File: config.mk
export PLATFORM = sky130hd
export DESIGN_NAME = qdr_multiport_sniffer
export DESIGN_NICKNAME = d
export VERILOG_FILES = /design/src/rtl/qdr_multiport_sniffer.sv
export SDC_FILE = /design/constraint.sdc
export NUM_CORES = 1
export LEC_CHECK = 0
export CORE_AREA = 3 3 282 284
export CTS_CLUSTER_DIAMETER = 50
export DETAILED_ROUTE_END_ITERATION = 12
export DIE_AREA = 0 0 285 287
export PLACE_DENSITY_LB_ADDON = 0.1
export SYNTH_ARGS = -nofsm -noshare
export SYNTH_HDL_FRONTEND = slang
export SYNTH_SLANG_ARGS = --single-unit
File: constraint.sdc
create_clock -name qdr_clk -period 13.55 [get_ports qdr_clk]
set_input_delay 3.3875 -clock qdr_clk [delete_from_list [all_inputs] [get_ports qdr_clk]]
set_output_delay 3.3875 -clock qdr_clk [all_outputs]
set_load 0.005 [all_outputs]
File: src/rtl/qdr_multiport_sniffer.sv
// N-port QDR request merger with fixed-priority or round-robin arbitration.
// Read returns are steered back to their port through a tag FIFO.
module qdr_multiport_sniffer #(
  parameter int NUM_PORTS      = 4,
  parameter int QDR_ADDR_WIDTH = 21,
  parameter int QDR_DATA_WIDTH = 36,
  parameter int QDR_BW_WIDTH   = 4,
  parameter int QDR_LATENCY    = 10,
  parameter int ARB_MODE       = 0,
  parameter int TAG_DEPTH      = 16
) (
  input  logic                            qdr_clk,
  input  logic                            qdr_rst,
  input  logic [NUM_PORTS*32-1:0]         slave_addr,
  input  logic [NUM_PORTS-1:0]            slave_wr_strb,
  input  logic [NUM_PORTS*2*QDR_DATA_WIDTH-1:0] slave_wr_data,
  input  logic [NUM_PORTS*2*QDR_BW_WIDTH-1:0]   slave_wr_be,
  input  logic [NUM_PORTS-1:0]            slave_rd_strb,
  output logic [2*QDR_DATA_WIDTH-1:0]     slave_rd_data,
  output logic [NUM_PORTS-1:0]            slave_rd_dvld,
  output logic [NUM_PORTS-1:0]            slave_ack,
  output logic [QDR_ADDR_WIDTH-1:0]       master_addr,
  output logic                            master_wr_strb,
  output logic [2*QDR_DATA_WIDTH-1:0]     master_wr_data,
  output logic [2*QDR_BW_WIDTH-1:0]       master_wr_be,
  output logic                            master_rd_strb,
  input  logic [2*QDR_DATA_WIDTH-1:0]     master_rd_data,
  input  logic                            master_rd_dvld,
  input  logic                            phy_rdy,
  output logic [NUM_PORTS-1:0]            overflow,
  output logic [7:0]                      orphan_cnt
);

  localparam int AW = QDR_ADDR_WIDTH;
  localparam int DW = 2 * QDR_DATA_WIDTH;
  localparam int BW = 2 * QDR_BW_WIDTH;
  localparam int PW = (NUM_PORTS > 1) ? $clog2(NUM_PORTS) : 1;
  localparam int TW = $clog2(TAG_DEPTH);

  logic [NUM_PORTS-1:0] pend_vld;
  logic [NUM_PORTS-1:0] pend_rnw;
  logic [AW-1:0]        pend_addr [NUM_PORTS];
  logic [DW-1:0]        pend_data [NUM_PORTS];
  logic [BW-1:0]        pend_be   [NUM_PORTS];

  logic [PW-1:0]        rr_ptr;
  logic [PW-1:0]        cand;
  logic [PW-1:0]        win_idx;
  logic                 win_vld;
  logic                 win_rnw;
  logic                 issue;
  logic [NUM_PORTS-1:0] issue_oh;

  logic [PW-1:0]        tag_mem [TAG_DEPTH];
  logic [TW-1:0]        tag_wr_ptr;
  logic [TW-1:0]        tag_rd_ptr;
  logic [TW:0]          tag_cnt;
  logic                 tag_full;
  logic                 tag_empty;
  logic                 tag_push;
  logic                 tag_pop;

  function automatic logic [PW-1:0] rr_off(
    input logic [PW-1:0] base,
    input int            off
  );
    int s;
    s = int'(base) + off;
    if (s >= NUM_PORTS) s = s - NUM_PORTS;
    return PW'(s);
  endfunction

  // A full pending slot drops any new strobe; wr wins over rd.
  always_ff @(posedge qdr_clk) begin
    if (qdr_rst) begin
      pend_vld <= '0;
      pend_rnw <= '0;
      overflow <= '0;
    end else begin
      for (int p = 0; p < NUM_PORTS; p++) begin
        if (pend_vld[p]) begin
          if (slave_wr_strb[p] || slave_rd_strb[p])
            overflow[p] <= 1'b1;
          if (issue_oh[p])
            pend_vld[p] <= 1'b0;
        end else if (slave_wr_strb[p] || slave_rd_strb[p]) begin
          pend_vld[p] <= 1'b1;
          pend_rnw[p] <= !slave_wr_strb[p];
          if (slave_wr_strb[p] && slave_rd_strb[p])
            overflow[p] <= 1'b1;
        end
      end
    end
  end

  always_ff @(posedge qdr_clk) begin
    for (int p = 0; p < NUM_PORTS; p++) begin
      if (!pend_vld[p] && (slave_wr_strb[p] || slave_rd_strb[p])) begin
        pend_addr[p] <= slave_addr[32*p +: AW];
        pend_data[p] <= slave_wr_data[DW*p +: DW];
        pend_be[p]   <= slave_wr_be[BW*p +: BW];
      end
    end
  end

  always_comb begin
    cand    = '0;
    win_idx = '0;
    win_vld = 1'b0;
    for (int i = 0; i < NUM_PORTS; i++) begin
      if (ARB_MODE == 0) cand = PW'(i);
      else               cand = rr_off(rr_ptr, i + 1);
      if (!win_vld && pend_vld[cand]) begin
        win_vld = 1'b1;
        win_idx = cand;
      end
    end
  end

  assign win_rnw = pend_rnw[win_idx];
  assign issue   = win_vld && phy_rdy && !(win_rnw && tag_full);

  always_comb begin
    issue_oh = '0;
    for (int p = 0; p < NUM_PORTS; p++)
      issue_oh[p] = issue && (win_idx == PW'(p));
  end

  always_ff @(posedge qdr_clk) begin
    if (qdr_rst) begin
      master_addr    <= '0;
      master_wr_strb <= 1'b0;
      master_rd_strb <= 1'b0;
      master_wr_data <= '0;
      master_wr_be   <= '0;
      slave_ack      <= '0;
      rr_ptr         <= PW'(NUM_PORTS - 1);
    end else begin
      master_wr_strb <= issue && !win_rnw;
      master_rd_strb <= issue && win_rnw;
      slave_ack      <= issue_oh;
      if (issue) begin
        master_addr    <= pend_addr[win_idx];
        master_wr_data <= pend_data[win_idx];
        master_wr_be   <= pend_be[win_idx];
        rr_ptr         <= win_idx;
      end
    end
  end

  assign tag_full  = (tag_cnt == (TW+1)'(TAG_DEPTH));
  assign tag_empty = (tag_cnt == '0);
  assign tag_push  = issue && win_rnw;
  assign tag_pop   = master_rd_dvld && !tag_empty;

  always_ff @(posedge qdr_clk) begin
    if (qdr_rst) begin
      tag_wr_ptr <= '0;
      tag_rd_ptr <= '0;
      tag_cnt    <= '0;
    end else begin
      if (tag_push) tag_wr_ptr <= tag_wr_ptr + 1'b1;
      if (tag_pop)  tag_rd_ptr <= tag_rd_ptr + 1'b1;
      case ({tag_push, tag_pop})
        2'b10:   tag_cnt <= tag_cnt + 1'b1;
        2'b01:   tag_cnt <= tag_cnt - 1'b1;
        default: tag_cnt <= tag_cnt;
      endcase
    end
  end

  always_ff @(posedge qdr_clk) begin
    if (tag_push) tag_mem[tag_wr_ptr] <= win_idx;
  end

  // Returns with no outstanding tag are counted, never forwarded.
  always_ff @(posedge qdr_clk) begin
    if (qdr_rst) begin
      slave_rd_dvld <= '0;
      slave_rd_data <= '0;
      orphan_cnt    <= '0;
    end else begin
      slave_rd_dvld <= tag_pop ?
        (NUM_PORTS'(1) << tag_mem[tag_rd_ptr]) : '0;
      if (tag_pop) slave_rd_data <= master_rd_data;
      if (master_rd_dvld && tag_empty && orphan_cnt != 8'hFF)
        orphan_cnt <= orphan_cnt + 8'd1;
    end
  end

endmodule
Yosys cells after proc, flatten, opt, wreduce, memory -nomap -nowiden:

Memories as Yosys holds them, arrays and structs flattened. A register that Yosys moved wholly into a read port is not among the register bits.
Index checks and enable logic that the tools add are counted.

* flip-flop bits (word level): 115
* memory bits (writable): 436
* input port bits: 532
* memories kept: 4

* add/sub/neg operators: 5
* magnitude comparators: 1
* equal/unequal tests: 7
* shift operators: 1
* muxes and demuxes: 50
* bitwise gates (word level): 5
* reductions and logical operators: 57

Memory list
* pend_data: depth 4, width 72, rd ports 1, clocked after memory_dff 1, wr ports 4, line 43 `logic [DW-1:0] pend_data [NUM_PORTS];`
* pend_addr: depth 4, width 21, rd ports 1, clocked after memory_dff 1, wr ports 4, line 42 `logic [AW-1:0] pend_addr [NUM_PORTS];`
* pend_be: depth 4, width 8, rd ports 1, clocked after memory_dff 1, wr ports 4, line 44 `logic [BW-1:0] pend_be [NUM_PORTS];`
* tag_mem: depth 16, width 2, rd ports 1, clocked after memory_dff 1, wr ports 1, line 54 `logic [PW-1:0] tag_mem [TAG_DEPTH];`

Operators by type and width (number)
* 2-to-1 mux 1 bit: 44
* logical AND 1 bit: 23
* AND reduction 2 bit: 8
* logical NOT 1 bit: 14
* case mux 5 bit (2 select lines): 1
* nonzero test 2 bit: 5
* adder 4 x 1 -> 4 bit (second input constant): 2
* adder 8 x 1 -> 8 bit (second input constant): 1
* 2-to-1 mux 4 bit: 2
* != test 8 bit (second input constant): 1
* equality test 2 bit (second input constant): 3
* adder 5 x 1 -> 5 bit (second input constant): 1
* equality test 5 bit (second input constant): 1
* logical NOT 5 bit: 1
* inverter 1 bit: 5
* subtractor 5 x 1 -> 5 bit (second input constant): 1
* equality test 2 x 1 -> 1 bit (second input constant): 2
* logical OR 1 bit: 4
* 2-to-1 mux 2 bit: 2
* left shift 1 x 2 -> 4 bit (first input constant): 1
* less-than comparator 2 x 3 -> 1 bit (second input constant): 1
* binary-select mux 1 bit (select 2 bit): 1
* logical NOT 2 bit: 1
* OR reduction 2 bit: 1

Longest topological paths before layout:

* word-level depth: 18
* depth in mapped cells: 16

Least setup slack after synthesis:

No wires, ideal clock.

* path type: input-to-reg
* from: in slave_rd_strb[1]
* to: mem pend_addr[1][0] in the netlist's numbering, enable pin
* setup time: 564 ps
* data arrival time: 7677 ps
* path slack: 5308 ps
* stages: 2
* buffers on the path: 0
* path through: nor2_1 -> nor2_1

RTL lines
* start, declared: line 18 `input logic [NUM_PORTS-1:0] slave_rd_strb,`
* end, declared: line 42

Worst setup path in the final report:

* from: in phy_rdy
* to: reg tag_cnt[4]

* cells in the longest elaborated chain, start to end: 5

RTL lines
* start, declared: line 29 `input logic phy_rdy,`
* logical AND 1 bit * (2 in series): line 121 `assign issue = win_vld && phy_rdy && !(win_rnw && tag_full);`
* logical AND 1 bit *: line 153 `assign tag_push = issue && win_rnw;`
* equality test 2 x 1 -> 1 bit / equality test 2 bit (equally long branches): line 164 `case ({tag_push, tag_pop})`
* case mux 5 bit (2 select lines) / nonzero test 2 bit (equally long branches)
* end signal, assigned: line 165 `2'b10: tag_cnt <= tag_cnt + 1'b1;`
* end signal, assigned: line 166 `2'b01: tag_cnt <= tag_cnt - 1'b1;`
* end signal, assigned: line 167 `default: tag_cnt <= tag_cnt;`
* end, declared: line 57 `logic [TW:0] tag_cnt;`

Every way passes the cells marked *; elsewhere a longest branch is shown, timed or not.
A chain may end at the register's enable or synchronous reset.

==> flow_results.org <==
** Timing
- For the final routed database, the setup TNS stands at 0 ns.
- The clock period could shrink to between 6 and 7 ns.
- Final setup slack of the worst path :: a little over 7 ns
- Final clock period utilization by the worst path :: 0.463
- Worst max-slew margin expressed relative to the limit :: 0.296
- Final hold viol count :: 0
- Final clock skew :: about 0.026 ns
- Setup repair after global routing left no endpoint under its margin.
- At the pin with the least slew margin, the transition time is approximately 1.1 ns.
- The final number of max-transition violations was 0.
- Max Clk Rate :: about 160 MHz
- Endpoints failing setup :: 0

** Clocking
- Once the clock tree was built, the setup fixing pass inserted 0 buffers.
- After clock tree synthesis, the clock-pin slew on the worst setup and hold paths is roughly 0.05 ns.
- Number of H-tree branching levels :: 3
- Number of hold-repair buffers added at the cts stage :: 0
- Number of gates resized after cts :: 0
- Maximum buffer depth of the clock tree :: 3
- CTS placed an instance of sky130_fd_sc_hd__clkbuf_16 at the clock tree root.
- The clock reaches the later pin of the worst-skew pair after approximately 0.62 ns.
- CTS tree :: built
- Clock tree synthesis inserted a total of slightly below 90 buffers.
- For this design, the sink count on the clock tree is about 660.

** Worst setup path
- Endpoint type of the worst setup path :: register
- Worst setup endpoint :: tag_cnt[4]
- The endpoint identified for the worst register-to-register timing path is tag_cnt[4].
- Startpoint class of the critical path :: primary input
- Data arrival time of the critical path :: 6.79 ns
- In this run the worst path has a maximum fanout of 19.
- Depth of the worst register-to-register path :: 12
- For the worst setup path, the data required time is around 14 ns.
- The setup path with the least slack is of type in2reg.
- The worst register-to-register path begins at pend_vld[0].
- In this run the register-to-register setup slack is ~9.5 ns.
- Tracing the worst setup path back leads to its startpoint at phy_rdy.

** Pwr
- Sw Ratio :: 0.253
- Cell Pwr Density :: 160 mW/mm2
- The share of total power dissipated in the clock network is 0.419.
- Cell Int Power :: about 4.2 mW
- Net switching power :: 1.41 mW
- Leakage power :: approximately 12 nW
- Of the total power, combinational logic draws 0.147.
- Of the total power, registers draw 0.434.
- Across the VDD grid, the largest voltage drop is about 100 uV.

** Synthesis
- For this run, the number of Yosys warnings is 0.
- Fraction of post-synthesis cell area in the top cell type by area :: 0.546
- Synth Register Bits :: 656
- Post-Synthesis Mean Instance Area :: about 14 um2
- Cell area after synthesis :: about 0.024 mm2
- Of the synthesized area, sequential elements account for 0.729.
- Number of different library cells in the post-synthesis netlist :: 55
- EDFF count, synth :: approximately 440
- The cell count after synthesis came out at roughly 1700.
- Post-synthesis net count :: roughly 2300
- Library cell occupying the most area in the post-synthesis netlist :: sky130_fd_sc_hd__edfxtp_1
- Ranked by total cell area, the synthesized netlist is headed by sky130_fd_sc_hd__edfxtp_1 (55%), sky130_fd_sc_hd__dfxtp_1 (18%), sky130_fd_sc_hd__a21oi_1 (3.9%).
- Fraction of synthesis flops using an asynchronous set or reset pin :: 0
- Among all flip-flop cells after synthesis, the most frequent one is sky130_fd_sc_hd__edfxtp_1.

** Min path
- The startpoint identified for the worst hold timing path is slave_rd_data[66].
- Type of the most critical hold path :: reg2reg

** Global route
- For met1 alone, demand over resource in global routing was 0.240.
- GRT Residual Overflow :: 0
- Number of global-route vias before repair :: around 18000
- Met2 Resource Use GR :: 0.356
- The initial antenna violation count was 27.
- In the global route stage, overall resource usage came out at 0.205.
- The first global-routing pass estimated ~120000 um of wire.
- For this run, global-route usage on met3 was measured as 0.0717.
- Most Used Layer, Global Route :: met2
- Pin count of the biggest net entering global routing :: approximately 100

** Final layout
- Fin nets :: between 2000 and 3000
- Final standard cell count with taps included and fillers excluded :: between 3000 and 4000
- Compared with the post-synthesis result, the final layout area differs by 45.4%.
- Of the cells placed in the final design, the portion with a size suffix greater than 1 is 0.0806.
- Final design utilization :: 0.451

** Detailed routing
- Residual antenna-violating net count after detailed routing :: 0
- The detailed router finished its first iteration with a little under 900 violations.
- Avg Vias per Cell :: roughly 4.9
- After detailed routing, the number of remaining DRC violations is 0.
- Dividing the detail-routed wire length by the instance count gives around 25 um.
- Number of iterations in the first detailed-routing pass :: 5
- Final wirelength :: a little under 90000 um
- Overall via count from detail_route :: approximately 17000

** Floorplan
- From bottom edge to top edge, the die measures 287 um.
- In this run the horizontal extent of the chip is ~290 um.
- Area of the core :: around 0.077 mm2
- about 730 I/O pins were placed.
- The die covers a little over 0.08 mm2.
- The floorplan has 102 rows.
- Starting density of the core :: 0.310

** Flow run
- Number of maximum-capacitance violations :: 0

** Placement
- Routability-driven placement finished with a final weighted congestion of about 0.89.
- Count of placed standard cells including taps :: approximately 3300
- Worst Setup Slack post-DPL :: 6.69 ns
- The count of buffers added on input and output ports is 682.
- HPWL reported at the end of detailed placement :: approximately 57000 um

** Outcome
- The flow ran to the end, and the final reports show no timing, DRC or antenna violations.
## power groups by stage
stage                     Combinational [mW]  Sequential [mW]  Clock [mW]
after floorplan                        0.365             2.46           0
after global placement                 0.830             2.45           0
after detailed placement               0.835             2.46           0
after CTS                              0.838             2.42        2.40
after global routing                   0.891             2.44        2.48
final                                  0.820             2.42        2.34
## per-stage QoR
stage	cell area [um2]	hold WS [ns]	total power [mW]
2_1_floorplan	24000	0.453	2.82
3_3_place_gp	31900	0.442	3.28
3_5_place_dp	31900	0.446	3.30
4_1_cts	34900	0.454	5.66
5_1_grt	34900	0.473	5.81
6_report	34900	0.452	5.58
## Yosys cell counts (15+ instances only)
library cell               count
sky130_fd_sc_hd__dfxtp_1     220
sky130_fd_sc_hd__o22a_1       38
sky130_fd_sc_hd__a211oi_1    107
sky130_fd_sc_hd__a22oi_1     101
sky130_fd_sc_hd__mux2i_1      42
sky130_fd_sc_hd__a21oi_1     185
sky130_fd_sc_hd__and3_1       15
sky130_fd_sc_hd__nand2_1     156
sky130_fd_sc_hd__nor2_1      108
sky130_fd_sc_hd__edfxtp_1    436
sky130_fd_sc_hd__a221oi_1     63
sky130_fd_sc_hd__clkbuf_1     96
sky130_fd_sc_hd__buf_2        30
## layout by cell type, fill, tap and decap left out, types with 42 or more instances in the layout
| master | instances |
|---|---|
| sky130_fd_sc_hd__a22oi_1 | 101 |
| sky130_fd_sc_hd__edfxtp_1 | 436 |
| sky130_fd_sc_hd__dfxtp_1 | 219 |
| sky130_fd_sc_hd__a21oi_1 | 185 |
| sky130_fd_sc_hd__nor2_1 | 102 |
| sky130_fd_sc_hd__a211oi_1 | 107 |
| sky130_fd_sc_hd__clkdlybuf4s50_1 | 681 |
| sky130_fd_sc_hd__clkbuf_16 | 91 |
| sky130_fd_sc_hd__a221oi_1 | 63 |
| sky130_fd_sc_hd__nand2_1 | 156 |
| sky130_fd_sc_hd__mux2i_1 | 42 |
## worst min-delay path by stage
stage | depth (start not counted) | endpoint
floorplan | 2 | slave_rd_data[0]
global placement | 2 | slave_rd_data[57]
detailed placement | 2 | slave_rd_data[46]
CTS | 2 | slave_rd_data[46]
global route | 2 | slave_rd_data[37]
finish | 2 | slave_rd_data[66]
## flip-flops by register name, summed over array words and instances (netlist names), named ones only
name and count:
orphan_cnt 8, pend_rnw 4, tag_cnt 5, tag_mem 32, pend_addr 84, tag_rd_ptr 4
master_wr_strb 1, master_rd_strb 1, pend_vld 4, pend_data 288, master_addr 21, slave_rd_dvld 4
master_wr_data 72, slave_ack 4, tag_wr_ptr 4, master_wr_be 8, slave_rd_data 72, overflow 4
pend_be 32
## layout make-up
type / count / area, um2
inverters: 14 / 52.6
clock inverters: 52 / 582
flip-flops and latches: 656 / 17500
diodes: 14 / 35.0
clock buffers: 110 / 2410
fillers: 7050 / 42500
multi-input cells: 924 / 5950
repair buffers: 712 / 7060
well taps: 1040 / 1300
## critical path: stages
cell                              delay, ns
sky130_fd_sc_hd__clkdlybuf4s50_1       0.52
sky130_fd_sc_hd__o41ai_2               0.13
sky130_fd_sc_hd__a21oi_1               0.22
sky130_fd_sc_hd__o21a_1                0.57
sky130_fd_sc_hd__inv_1                 0.18
sky130_fd_sc_hd__ha_1                  0.37
sky130_fd_sc_hd__xor2_1                0.19
sky130_fd_sc_hd__ha_1                  0.23
sky130_fd_sc_hd__a211o_1               0.28
sky130_fd_sc_hd__nand2_1               0.08
sky130_fd_sc_hd__nand3b_1              0.08
sky130_fd_sc_hd__a31oi_1               0.17
sky130_fd_sc_hd__mux2_2                0.36
## per-layer routing
layer  share of wire  wire [um]  vias up
li1                -          -     8011
met1            0.39      34100     8513
met2            0.50      43400      652
met3           0.086       7460      120
met4           0.020       1780       24
met5          0.0019        165        -
## kinds of logic (layout without fill, tap and decap cells)
family,Yosys count,count (layout),share of synthesized area
flops,656,656,0.729
simple gates,326,326,0.0574
mux,53,53,0.0269
fa+ha+maj,14,14,0.00688
xor+xnor,15,15,0.00548
compound gates,516,516,0.147
buf+inv,155,888,0.0266
other cells,0,14,0
No activity file was read; power rests on OpenSTA's default activity.
